--- src/rtl/gen_emu_clks_pkg.sv ---
// Shared types and default sizes for the emulation clock generator and its channels.
package gen_emu_clks_pkg;

    typedef enum logic {
        CH_MODE_EXT = 1'b0,
        CH_MODE_DIV = 1'b1
    } ch_mode_t;

    typedef enum logic {
        ST_RUN     = 1'b0,
        ST_STALLED = 1'b1
    } state_t;

    localparam int N_DEF     = 2;
    localparam int DIV_W_DEF = 8;
    localparam int CNT_W_DEF = 32;

endpackage

--- src/rtl/emu_clk_div_ch.sv ---
// One derived clock channel: shadowed mode/ratio, divide counter, EXT/DIV select and enable gating.
// The output register only moves on update edges so it stays aligned with emu_clk rising.
module emu_clk_div_ch
    import gen_emu_clks_pkg::*;
#(
    parameter int DIV_W = DIV_W_DEF
) (
    input  logic             clk_i,
    input  logic             rst_ni,
    input  logic             cfg_load_i,
    input  ch_mode_t         mode_i,
    input  logic [DIV_W-1:0] ratio_i,
    input  logic             en_i,
    input  logic             ext_val_i,
    input  logic             update_i,
    input  logic             restart_i,
    output logic             clk_o
);

    localparam logic [DIV_W-1:0] SENTINEL  = '1;
    localparam logic [DIV_W-1:0] RATIO_ONE = DIV_W'(1);

    ch_mode_t         mode_q, mode_d;
    logic [DIV_W-1:0] ratio_q, ratio_d;
    logic [DIV_W-1:0] cnt_q, cnt_d;
    logic             clk_q, clk_d;

    always_comb begin
        mode_d  = mode_q;
        ratio_d = ratio_q;
        cnt_d   = cnt_q;
        clk_d   = clk_q;
        if (cfg_load_i) begin
            mode_d  = mode_i;
            ratio_d = ratio_i;
        end
        if (update_i) begin
            if (!en_i) begin
                clk_d = 1'b0;
                cnt_d = SENTINEL;
            end else if (mode_q == CH_MODE_EXT) begin
                clk_d = ext_val_i;
                cnt_d = SENTINEL;
            end else if (ratio_q <= RATIO_ONE) begin
                clk_d = 1'b0;
                cnt_d = SENTINEL;
            end else if (restart_i) begin
                cnt_d = '0;
                clk_d = 1'b1;
            end else begin
                // Sentinel is >= R-1, so a parked counter always restarts at 0 (high phase).
                cnt_d = (cnt_q >= ratio_q - RATIO_ONE) ? '0 : cnt_q + RATIO_ONE;
                clk_d = (cnt_d < (ratio_q >> 1));
            end
        end
    end

    always_ff @(posedge clk_i or negedge rst_ni) begin
        if (!rst_ni) begin
            mode_q  <= CH_MODE_EXT;
            ratio_q <= '0;
            cnt_q   <= SENTINEL;
            clk_q   <= 1'b0;
        end else begin
            mode_q  <= mode_d;
            ratio_q <= ratio_d;
            cnt_q   <= cnt_d;
            clk_q   <= clk_d;
        end
    end

    assign clk_o = clk_q;

endmodule

--- src/rtl/gen_emu_clks_div.sv ---
// Emulation clock generator: emu_clk = emu_clk_2x/2 with stall handshake, plus N derived channel clocks.
// Define GEN_EMU_CLKS_DIV_BUFG_EN to route emu_clk and clks through BUFG primitives.
module gen_emu_clks_div
    import gen_emu_clks_pkg::*;
#(
    parameter int N     = N_DEF,
    parameter int DIV_W = DIV_W_DEF,
    parameter int CNT_W = CNT_W_DEF
) (
    input  logic               emu_clk_2x,
    input  logic               emu_rst_n,
    output logic               emu_clk,
    output logic [N-1:0]       clks,
    input  logic [N-1:0]       clk_vals,
    input  logic [N-1:0]       ch_en,
    input  logic [N-1:0]       ch_mode,
    input  logic [N*DIV_W-1:0] div_ratio,
    input  logic               cfg_load,
    input  logic               stall_req,
    output logic               stall_ack,
    output logic [CNT_W-1:0]   cycle_cnt
);

    localparam logic [CNT_W-1:0] CNT_ONE = CNT_W'(1);

    state_t           state_q, state_d;
    logic             emu_clk_q, emu_clk_d;
    logic             stall_ack_q, stall_ack_d;
    logic             pend_q, pend_d;
    logic [CNT_W-1:0] cyc_q, cyc_d;
    logic             update;
    logic [N-1:0]     ch_clk;

    always_comb begin
        state_d     = state_q;
        emu_clk_d   = emu_clk_q;
        stall_ack_d = stall_ack_q;
        cyc_d       = cyc_q;
        update      = 1'b0;
        case (state_q)
            ST_RUN: begin
                if (!emu_clk_q) begin
                    update    = 1'b1;
                    emu_clk_d = 1'b1;
                    cyc_d     = cyc_q + CNT_ONE;
                end else begin
                    emu_clk_d = 1'b0;
                    if (stall_req) begin
                        stall_ack_d = 1'b1;
                        state_d     = ST_STALLED;
                    end
                end
            end
            ST_STALLED: begin
                emu_clk_d = 1'b0;
                if (!stall_req) begin
                    stall_ack_d = 1'b0;
                    state_d     = ST_RUN;
                end
            end
            default: state_d = ST_RUN;
        endcase
        // A load coinciding with an update edge stays pending for the following one.
        pend_d = cfg_load ? 1'b1 : (update ? 1'b0 : pend_q);
    end

    always_ff @(posedge emu_clk_2x or negedge emu_rst_n) begin
        if (!emu_rst_n) begin
            state_q     <= ST_RUN;
            emu_clk_q   <= 1'b0;
            stall_ack_q <= 1'b0;
            pend_q      <= 1'b0;
            cyc_q       <= '0;
        end else begin
            state_q     <= state_d;
            emu_clk_q   <= emu_clk_d;
            stall_ack_q <= stall_ack_d;
            pend_q      <= pend_d;
            cyc_q       <= cyc_d;
        end
    end

    for (genvar gi = 0; gi < N; gi++) begin : g_ch
        emu_clk_div_ch #(
            .DIV_W(DIV_W)
        ) u_ch (
            .clk_i     (emu_clk_2x),
            .rst_ni    (emu_rst_n),
            .cfg_load_i(cfg_load),
            .mode_i    (ch_mode_t'(ch_mode[gi])),
            .ratio_i   (div_ratio[gi*DIV_W +: DIV_W]),
            .en_i      (ch_en[gi]),
            .ext_val_i (clk_vals[gi]),
            .update_i  (update),
            .restart_i (pend_q),
            .clk_o     (ch_clk[gi])
        );
`ifdef GEN_EMU_CLKS_DIV_BUFG_EN
        BUFG u_bufg_ch (.I(ch_clk[gi]), .O(clks[gi]));
`else
        assign clks[gi] = ch_clk[gi];
`endif
    end

`ifdef GEN_EMU_CLKS_DIV_BUFG_EN
    BUFG u_bufg_emu (.I(emu_clk_q), .O(emu_clk));
`else
    assign emu_clk = emu_clk_q;
`endif

    assign stall_ack = stall_ack_q;
    assign cycle_cnt = cyc_q;

endmodule

--- config.mk ---
export PLATFORM = sky130hd
export DESIGN_NAME = gen_emu_clks_div
export DESIGN_NICKNAME = d
export VERILOG_FILES = /design/src/rtl/gen_emu_clks_pkg.sv /design/src/rtl/emu_clk_div_ch.sv /design/src/rtl/gen_emu_clks_div.sv
export SDC_FILE = /design/constraint.sdc
export NUM_CORES = 1
export LEC_CHECK = 0
export ABC_AREA = 1
export ABC_CLOCK_PERIOD_IN_PS = 4100
export BUFFER_PORTS_ARGS = -buffer_cell sky130_fd_sc_hd__buf_2
export CAP_MARGIN = 10
export CELL_PAD_IN_SITES_DETAIL_PLACEMENT = 0
export CELL_PAD_IN_SITES_GLOBAL_PLACEMENT = 1
export CORE_MARGIN = 4
export CORE_UTILIZATION = 30
export CTS_CLUSTER_DIAMETER = 30
export DETAILED_ROUTE_END_ITERATION = 8
export GPL_ROUTABILITY_DRIVEN = 0
export PLACE_DENSITY = 0.55
export SYNTH_ARGS = -nofsm -noshare
export SYNTH_HDL_FRONTEND = slang
export SYNTH_SLANG_ARGS = --single-unit
--- constraint.sdc ---
create_clock -name emu_clk_2x -period 4.1 [get_ports emu_clk_2x]
set_clock_uncertainty 0.15 [all_clocks]
set_input_delay 0.205 -clock emu_clk_2x [delete_from_list [all_inputs] [get_ports emu_clk_2x]]
set_output_delay 0.205 -clock emu_clk_2x [all_outputs]
set_load 0.05 [all_outputs]
==> results of run 1 <==
[cells in the mapped netlist (11+ instances only)]
master	n
nor3_1	11
ha_1	35
nand3_1	24
a22oi_1	16
nand2_1	108
dfrtp_1	56
o21ai_0	24
nor2_1	42
inv_1	71
dfstp_2	16
xor2_1	34
[state kept, by name (all words and copies together), names as in the netlist]
| name | count |
|---|---|
| g_ch.u_ch.mode_q | 2 |
| g_ch.u_ch.ratio_q | 16 |
| cycle_cnt | 32 |
| g_ch.u_ch.cnt_q | 16 |
| emu_clk | 1 |
| g_ch.u_ch.clk_o | 2 |
| pend_q | 1 |
| stall_ack | 1 |
| state_q | 1 |
[per-layer routing]
layer / wire [um] / GRT usage / up-vias
li1: - / - / 1866
met1: 5250 / 0.186 / 1707
met2: 5000 / 0.223 / 65
met3: 493 / 0.0338 / 12
met4: 187 / 0.0556 / 0
met5: 0 / 0 / -
[worst reg2reg max path: cells and delay by family (launching register included)]
| family | cells | cell delay, ns |
|---|---|---|
| compound gates | 4 | 0.96 |
| fa+ha+maj | 3 | 0.76 |
| simple gates | 9 | 0.89 |
| flops | 1 | 0.38 |
| xor+xnor | 1 | 0.13 |
| buf+inv | 3 | 0.40 |
[logic make-up (layout without fill, tap and decap cells)]
family	after synthesis	after routing	synth area share
buffers and inverters	89	179	0.0783
AO/OA/AOI/OAI	64	64	0.0890
adder cells (fa/ha/maj)	35	35	0.0989
XOR/XNOR	44	44	0.0870
AND/OR/NAND/NOR	220	220	0.235
flip-flops	72	72	0.411
[through the flow]
step                      area, um^2  cells
after CTS                       5480    798
after floorplan                 4430    524
after global placement          4920    760
final                           5480    798
after global routing            5480    798
after detailed placement        4920    760
[power breakdown]
part	internal, mW	switching (mW)
Combinational	0.525	0.957
Sequential	0.908	0.147
Clock	0.552	0.317
[final cells by class]
class | count | area (um^2) | share of cell area
flip-flops and latches | 72 | 1820 | 0.333
clock inverters | 6 | 91.3 | 0.0167
multi-input cells | 363 | 2260 | 0.413
repair buffers | 83 | 528 | 0.0964
clock buffers | 10 | 239 | 0.0436
well taps | 184 | 230 | 0.0420
inverters | 80 | 305 | 0.0558
[worst min-delay path by stage]
stage,start,end,slack (ns),depth (start not counted)
floorplan,emu_rst_n,cycle_cnt[0],-0.24,0
global placement,ch_mode[0],g_ch[0].u_ch.mode_q,0.27,3
detailed placement,ch_mode[0],g_ch[0].u_ch.mode_q,0.27,3
CTS,ch_en[0],g_ch[0].u_ch.clk_o,0.04,5
global route,ch_en[0],g_ch[0].u_ch.clk_o,0.10,5
finish,ch_en[0],g_ch[0].u_ch.clk_o,0.05,5
==> key figures, run 1 <==
Detailed routing
  – Via/cell ratio: 4.57
  – First-pass DRT Iterations: 4
  – DR vias: 3650
  – Final WL: 10900 um
  – Initial DRC count: 159
  – WL/cell: 13.7 um
  – DRC viols: 0
  – Final ANT Viol Nets: 0

STA
  – Hold Slack: 0.0503 ns
  – Fin crit period: 3.73 ns
  – Peak Freq: 0.268 GHz
  – Slew headroom: 0.319
  – Slew Limit Fails: 0
  – Worst setup margin: 0.368 ns
  – Unrepaired setup endpoints after global routing: false
  – Final Hold Vio Count: 0
  – Final worst path period share: 0.910
  – Fin Setup TNS: 0 ns
  – Endpoints failing setup: 0
  – Least-Margin Pin Slew: 1.01 ns

Global route
  – Global-route wire length before repair: 18700 um
  – Initial antenna violation count: 0
  – Largest net degree at the start of global routing: 73
  – Vias in the first global route: 3799
  – Total global-route track usage: 0.141
  – Gr ovfl total: 0

Clock tree
  – Clock slew seen by the registers of the worst setup and hold paths: 0.06 ns
  – Worst skew pair latency: 0.34 ns
  – TritonCTS clock tree: yes
  – Longest Clk Path Bufs: 2
  – Hold Buf Count CTS: 22
  – Sink Count: 72
  – Total CTS buffers: 9
  – Post-CTS sizing: 0
  – H-tree depth: 3
  – # Post-CTS Setup Buffers: 0
  – Root buffer cell: clkbuf_16

Synth
  – Largest area contributor in the netlist: dfrtp_1
  – Cell Area, Synth: 4430 um^2
  – Synth cell types: 41
  – Yosys top cell area share: 0.316
  – Avg Synthesized Cell Area: 8.45 um^2
  – Net Count, Synth: 585
  – FF+latch count, synth: 72
  – Synth async-reset ratio: 1.00
  – Dominant synthesized flop cell: dfrtp_1
  – Ys Warns: 0
  – Synthesized instance count: 524
  – EDFF count, synth: 0
  – Ranking of synthesized cells by area: dfrtp_1 (32%), ha_1 (9.9%), dfstp_2 (9.5%)
  – Seq/Total Area, Yosys: 0.411

Layout
  – Commonest non-fill, non-tap cell in the layout: nand2_1
  – Commonest non-fill, non-tap cells in the layout: nand2_1 (108), inv_1 (71), buf_2 (60)
  – Ant. Diodes: 0
  – Filler cells: 1510
  – Layout area overhead: 23.7%
  – Final core utilization: 0.378
  – Layout Nets: 670
  – Layout cells sized above 1: 0.200

Placed design
  – Pre-CTS WS: 0.353 ns
  – Hpwl dp: 8050 um
  – IO buf count: 61

Status
  – Outcome: finished, final reports clean

Critical path
  – WS Path Type: register to register
  – CP startpoint kind: register
  – CP arrival: 3.86 ns
  – CP top delay family: compound AO/OA/AOI/OAI gates
  – WP buf/inv: 3
  – WP depth: 20
  – Setup crit end: g_ch[1].u_ch.clk_o
  – Largest stage delay, worst path: 0.44 ns
  – Most used cell, CP: nand2_1
  – Crit path from: g_ch[1].u_ch.ratio_q[0]
  – Cell-by-cell trace of the critical path: inv_1, ha_1, nand2_1, nor2_1, nand2_1, xor2_1, inv_1, ha_1, nand2_1, o21a_1, a21boi_1, inv_1, nor2_1, ha_1, a21o_1, a211oi_1, nand2_1, nand2_1, nand2_1, nand2_1
  – Reg2reg end: g_ch[1].u_ch.clk_o
  – R2R Path Start: g_ch[1].u_ch.ratio_q[0]
  – R2r setup slk: 0.37 ns
  – Required time of the critical path: 4.23 ns
  – FF-to-FF path depth: 20
  – CP Capture Type: register
  – Crit-path slowest cell: a21boi_1
  – CP max FO: 5

Run
  – # Max-Cap Violations: 0

Floorplan
  – Die Ht: 129 um
  – # rows: 44
  – Core Area: 14500 um^2
  – Die W: 129 um
  – Ports: 62
  – Die ar.: 16800 um^2
  – Initial Util: 0.306

Power
  – Static leakage: 2.84 nW
  – Max VDD drop: 169 uV
  – Power, Total: 3.41 mW
  – P per Cell Area: 622 nW/um^2

Min path
  – Hold crit path type: input port to register
No activity file was read; power rests on OpenSTA's default activity.
==> run 2: changes to the inputs <==
--- a/config.mk
+++ b/config.mk
@@ -6,7 +6,7 @@
 export NUM_CORES = 1
 export LEC_CHECK = 0
 export ABC_AREA = 1
-export ABC_CLOCK_PERIOD_IN_PS = 4100
+export ABC_CLOCK_PERIOD_IN_PS = 4260
 export BUFFER_PORTS_ARGS = -buffer_cell sky130_fd_sc_hd__buf_2
 export CAP_MARGIN = 10
 export CELL_PAD_IN_SITES_DETAIL_PLACEMENT = 0
@@ -17,6 +17,7 @@
 export DETAILED_ROUTE_END_ITERATION = 8
 export GPL_ROUTABILITY_DRIVEN = 0
 export PLACE_DENSITY = 0.55
+export RECOVER_POWER = 100
 export SYNTH_ARGS = -nofsm -noshare
 export SYNTH_HDL_FRONTEND = slang
 export SYNTH_SLANG_ARGS = --single-unit
==> constraint.sdc (replaced) <==
create_clock -name emu_clk_2x -period 4.26 [get_ports emu_clk_2x]
set_clock_uncertainty 0.15 [all_clocks]
set_input_delay 0.213 -clock emu_clk_2x [delete_from_list [all_inputs] [get_ports emu_clk_2x]]
set_output_delay 0.213 -clock emu_clk_2x [all_outputs]
set_load 0.05 [all_outputs]
==> run 2 against run 1 <==
The run now ends with max-capacitance violations, max-slew violations left. Total power down 9.2%. Wire length down 1.7%. Worst hold slack worse by 0.029 ns. Final area down 3.7%. Critical path depth unchanged. Clock power down 21%. Sequential power down 4%. First-iteration DRC count down 3.1%. Die area unchanged. Sequential share of layout area up 1.3 points. Final cell count unchanged. Non-clock buffer count down 1. Critical endpoint unchanged.
==> key figures, run 2 (synthesized netlist as in run 1, its figures left out) <==
Floorplan
  – # rows: 44
  – Initial Util: 0.306
  – Die ar.: 16800 um^2
  – Die Ht: 129 um
  – Ports: 62
  – Die W: 129 um
  – Core Area: 14500 um^2

Detailed routing
  – Final WL: 10700 um
  – Initial DRC count: 154
  – DR vias: 3674
  – WL/cell: 13.4 um
  – First-pass DRT Iterations: 4
  – DRC viols: 0
  – Via/cell ratio: 4.60
  – Final ANT Viol Nets: 0

Layout
  – Layout area overhead: 19.0%
  – Layout Nets: 669
  – Final core utilization: 0.364
  – Max FFs per register: 32
  – Layout cells sized above 1: 0.116
  – Commonest non-fill, non-tap cell in the layout: nand2_1
  – Commonest non-fill, non-tap cells in the layout: nand2_1 (110), inv_1 (73), dfrtp_1 (56)

Critical path
  – CP arrival: 3.83 ns
  – Most used cell, CP: nand2_1
  – CP top delay family: compound AO/OA/AOI/OAI gates
  – Crit-path slowest cell: a21boi_1
  – CP Capture Type: register
  – Required time of the critical path: 4.38 ns
  – WS Path Type: register to register
  – WP buf/inv: 3
  – CP startpoint kind: register
  – Cell-by-cell trace of the critical path: inv_1, ha_1, nand2_1, nor2_1, nand2_1, xor2_1, inv_1, ha_1, nand2_1, o21a_1, a21boi_1, inv_1, nor2_1, ha_1, a21o_1, a211oi_1, nand2_1, nand2_1, nand2_1, nand2_1
  – Largest stage delay, worst path: 0.43 ns
  – CP max FO: 5

Clock tree
  – Clock slew seen by the registers of the worst setup and hold paths: 0.06 ns
  – Sink Count: 72
  – Root buffer cell: clkbuf_16
  – Worst skew pair latency: 0.33 ns
  – Hold Buf Count CTS: 21
  – Longest Clk Path Bufs: 2
  – # Post-CTS Setup Buffers: 0
  – Total CTS buffers: 9
  – H-tree depth: 3
  – Post-CTS sizing: 0
  – TritonCTS clock tree: yes

Power
  – P per Cell Area: 586 nW/um^2
  – Max VDD drop: 194 uV
  – Static leakage: 2.62 nW

STA
  – Unrepaired setup endpoints after global routing: false
  – Peak Freq: 0.270 GHz
  – Fin Setup TNS: 0 ns
  – Least-Margin Pin Slew: 1.86 ns
  – Final Hold Vio Count: 0
  – Fin crit period: 3.71 ns
  – Final worst path period share: 0.871
  – Endpoints failing setup: 0
  – Slew Limit Fails: 73
  – Slew headroom: -0.238

Global route
  – Vias in the first global route: 3832
  – Largest net degree at the start of global routing: 73
  – Total global-route track usage: 0.139
  – Initial antenna violation count: 1
  – Gr ovfl total: 0
  – Global-route wire length before repair: 18700 um

Status
  – Violated checks: max-capacitance violations, max-slew violations
  – Outcome: finished with violations

Min path
  – Hold crit path type: input port to register

Placed design
  – Hpwl dp: 8000 um
  – IO buf count: 61

Run
  – # Max-Cap Violations: 1
==> run 2: worst register-to-register path, cell delays in order, from the launching register on <==
cell      delay (ns)
dfrtp_1         0.38
inv_1           0.15
ha_1            0.23
nand2_1         0.07
nor2_1          0.16
nand2_1         0.10
xor2_1          0.13
inv_1           0.06
ha_1            0.26
nand2_1         0.08
o21a_1          0.15
a21boi_1        0.43
inv_1           0.19
nor2_1          0.18
ha_1            0.27
a21o_1          0.16
a211oi_1        0.21
nand2_1         0.08
nand2_1         0.06
nand2_1         0.07
nand2_1         0.08
==> run 2: worst paths after layout <==
kind / startpoint / end / slack, ns / cells after the start
min in group asynchronous: emu_rst_n / g_ch[1].u_ch.ratio_q[5] / 0.81 / 2
max in group asynchronous: emu_rst_n / cycle_cnt[26] / 2.07 / 2
min reg2reg: cycle_cnt[31] / cycle_cnt[31] / 0.31 / 1
max: g_ch[1].u_ch.ratio_q[0] / g_ch[1].u_ch.clk_o / 0.55 / 20
min: clk_vals[0] / g_ch[0].u_ch.clk_o / 0.02 / 5
max reg2reg: g_ch[1].u_ch.ratio_q[0] / g_ch[1].u_ch.clk_o / 0.55 / 20
==> run 2: power breakdown <==
group | internal [mW] | leakage (nW) | switching (mW) | total (mW)
logic | 0.486 | 1.59 | 0.904 | 1.39
clock network | 0.391 | 0.132 | 0.297 | 0.688
registers | 0.874 | 0.897 | 0.139 | 1.01
==> run 2: layout make-up <==
class | count | area [um^2]
Fill cell | 1539 | 9210
Multi-Input combinational cell | 363 | 2180
Sequential cell | 72 | 1820
Timing Repair Buffer | 82 | 470
Inverter | 80 | 305
Tap cell | 184 | 230
Clock buffer | 10 | 229
Clock inverter | 6 | 36.3
Antenna cell | 1 | 2.50
==> run 2: through the flow <==
step	total power, mW	area [um^2]	instances	worst slack [ns]	hold WS, ns
floorplan	2.11	4430	524	1.16	-0.233
global placement	2.46	4920	760	0.463	0.279
detailed placement	2.45	4920	760	0.530	0.275
global route	3.40	5270	798	0.156	0.0495
CTS	3.18	5400	797	0.492	0.00679
finish	3.09	5270	798	0.551	0.0211
==> run 2: layer usage <==
metal / wire, um / global-route usage / vias to the layer above
met4: 172 / 0.0477 / 0
met5: 0 / 0 / -
li1: - / - / 1869
met1: 5110 / 0.186 / 1736
met3: 526 / 0.0330 / 13
met2: 4930 / 0.222 / 56
==> run 3: changes to the inputs <==
==> constraint.sdc (replaced) <==
create_clock -name emu_clk_2x -period 4.26 [get_ports emu_clk_2x]
set_clock_uncertainty 0.15 [all_clocks]
set_input_delay 1.065 -clock emu_clk_2x [delete_from_list [all_inputs] [get_ports emu_clk_2x]]
set_output_delay 1.065 -clock emu_clk_2x [all_outputs]
set_load 0.05 [all_outputs]
==> run 3 against run 2 <==
The run still ends with max-capacitance violations, max-slew violations left. Fmax is essentially flat. Sequential share of layout area grew 1.5 points. Clock-buffer cell count is the same. Global-route usage shrank 0.34 points. Critical path type unchanged. Critical endpoint unchanged.
==> key figures, run 3 (synthesized netlist as in run 1, its figures left out) <==
Status
  – Outcome: finished with violations
  – Violated checks: max-capacitance violations, max-slew violations

Placed design
  – Pre-CTS WS: 0.530 ns
  – Area post-placement: 4920 um^2
  – Hpwl dp: 8000 um
  – IO buf count: 61

Layout
  – Final core utilization: 0.349
  – Sequential cell area: 1820 um^2
  – Final Cell Area: 5060 um^2
  – Layout Nets: 648
  – Filler cells: 1557
  – Layout cells sized above 1: 0.118
  – Layout area overhead: 14.2%
  – Commonest non-fill, non-tap cell in the layout: nand2_1
  – Max FFs per register: 32
  – Ant. Diodes: 0
  – Commonest non-fill, non-tap cells in the layout: nand2_1 (110), inv_1 (73), dfrtp_1 (56)
  – Multi-input gate area: 2180 um^2

Critical path
  – Largest stage delay, worst path: 0.43 ns
  – CP startpoint kind: register
  – CP max FO: 5
  – FF-to-FF path depth: 20
  – Crit-path slowest cell: a21boi_1
  – CP top delay family: compound AO/OA/AOI/OAI gates
  – Cell-by-cell trace of the critical path: inv_1, ha_1, nand2_1, nor2_1, nand2_1, xor2_1, inv_1, ha_1, nand2_1, o21a_1, a21boi_1, inv_1, nor2_1, ha_1, a21o_1, a211oi_1, nand2_1, nand2_1, nand2_1, nand2_1
  – R2R Path Start: g_ch[1].u_ch.ratio_q[0]
  – Most used cell, CP: nand2_1
  – WS Path Type: register to register
  – R2r setup slk: 0.55 ns
  – CP arrival: 3.83 ns
  – Required time of the critical path: 4.38 ns
  – WP buf/inv: 3
  – Reg2reg end: g_ch[1].u_ch.clk_o
  – CP Capture Type: register

Clock tree
  – Total CTS buffers: 9
  – Worst skew pair latency: 0.33 ns
  – Sink Count: 72
  – Clock slew seen by the registers of the worst setup and hold paths: 0.06 ns
  – Post-CTS sizing: 0
  – Hold Buf Count CTS: 0
  – # Post-CTS Setup Buffers: 0
  – Longest Clk Path Bufs: 2
  – H-tree depth: 3
  – Root buffer cell: clkbuf_16
  – TritonCTS clock tree: yes

Detailed routing
  – WL/cell: 13.6 um
  – DRC viols: 0
  – Via/cell ratio: 4.62
  – Final WL: 10600 um
  – Final ANT Viol Nets: 0
  – First-pass DRT Iterations: 5
  – DR vias: 3585
  – Initial DRC count: 138

STA
  – Fin crit period: 3.71 ns
  – Endpoints failing setup: 0
  – Slew Limit Fails: 73
  – Least-Margin Pin Slew: 1.87 ns
  – Slew headroom: -0.247
  – Unrepaired setup endpoints after global routing: false
  – Final worst path period share: 0.871
  – Fin Setup TNS: 0 ns
  – Final Hold Vio Count: 0
  – Peak Freq: 0.269 GHz
  – Worst setup margin: 0.548 ns

Floorplan
  – # rows: 44
  – Die Ht: 129 um
  – Die ar.: 16800 um^2
  – Initial Util: 0.306
  – Ports: 62
  – Core Area: 14500 um^2
  – Die W: 129 um

Power
  – Max VDD drop: 192 uV
  – Static leakage: 2.53 nW
  – P per Cell Area: 607 nW/um^2

Min path
  – Hold crit path type: register to register
  – Hold path endpoint: cycle_cnt[31]
  – Hold path cells: 1
  – Hold_sp: cycle_cnt[31]

Global route
  – Initial antenna violation count: 1
  – Global-route wire length before repair: 18200 um
  – Vias in the first global route: 3715
  – Total global-route track usage: 0.136
  – Gr ovfl total: 0
  – Largest net degree at the start of global routing: 73

Run
  – # Max-Cap Violations: 1
run 3: stage by stage:
step / instances / power, mW / hold WS [ns]
floorplan: 524 / 2.11 / 0.300
global placement: 760 / 2.46 / 0.301
detailed placement: 760 / 2.45 / 0.310
CTS: 776 / 3.16 / 0.320
global route: 776 / 3.38 / 0.331
finish: 776 / 3.07 / 0.314
run 3: how the worst max path moves through the flow:
| stage | start | slack (ns) | to | cells past startpoint |
|---|---|---|---|---|
| floorplan | g_ch[1].u_ch.ratio_q[0] | 1.16 | g_ch[1].u_ch.clk_o | 20 |
| global placement | g_ch[1].u_ch.ratio_q[0] | 0.46 | g_ch[1].u_ch.clk_o | 20 |
| detailed placement | g_ch[1].u_ch.ratio_q[0] | 0.53 | g_ch[1].u_ch.clk_o | 20 |
| CTS | g_ch[1].u_ch.ratio_q[0] | 0.49 | g_ch[1].u_ch.clk_o | 20 |
| global route | g_ch[1].u_ch.ratio_q[0] | 0.16 | g_ch[1].u_ch.clk_o | 20 |
| finish | g_ch[1].u_ch.ratio_q[0] | 0.55 | g_ch[1].u_ch.clk_o | 20 |
run 3: layout make-up:
| class | instances | share of cell area |
|---|---|---|
| clock inverter | 6 | 0.00717 |
| sequential | 72 | 0.360 |
| clock buffer | 10 | 0.0453 |
| inverter | 80 | 0.0604 |
| timing repair buffer | 61 | 0.0512 |
| multi-input combinational | 363 | 0.430 |
| tap | 184 | 0.0455 |
run 3: power by group:
group          switching, mW  internal [mW]
registers              0.139          0.874
clock network          0.295          0.391
logic                  0.900          0.474
total                   1.33           1.74
run 3: metal layers:
layer / vias to the layer above / GRT usage / routed length (um)
met2: 57 / 0.213 / 4770
met4: 2 / 0.0477 / 122
li1: 1827 / - / -
met5: - / 0 / 12
met1: 1688 / 0.182 / 5150
met3: 11 / 0.0350 / 500
run 3: worst register-to-register path: cells and delay by family (launching register included):
family	cells	cell delay (ns)
compound gates	4	0.95
simple gates	9	0.88
fa+ha+maj	3	0.76
buf+inv	3	0.40
flops	1	0.38
xor+xnor	1	0.14
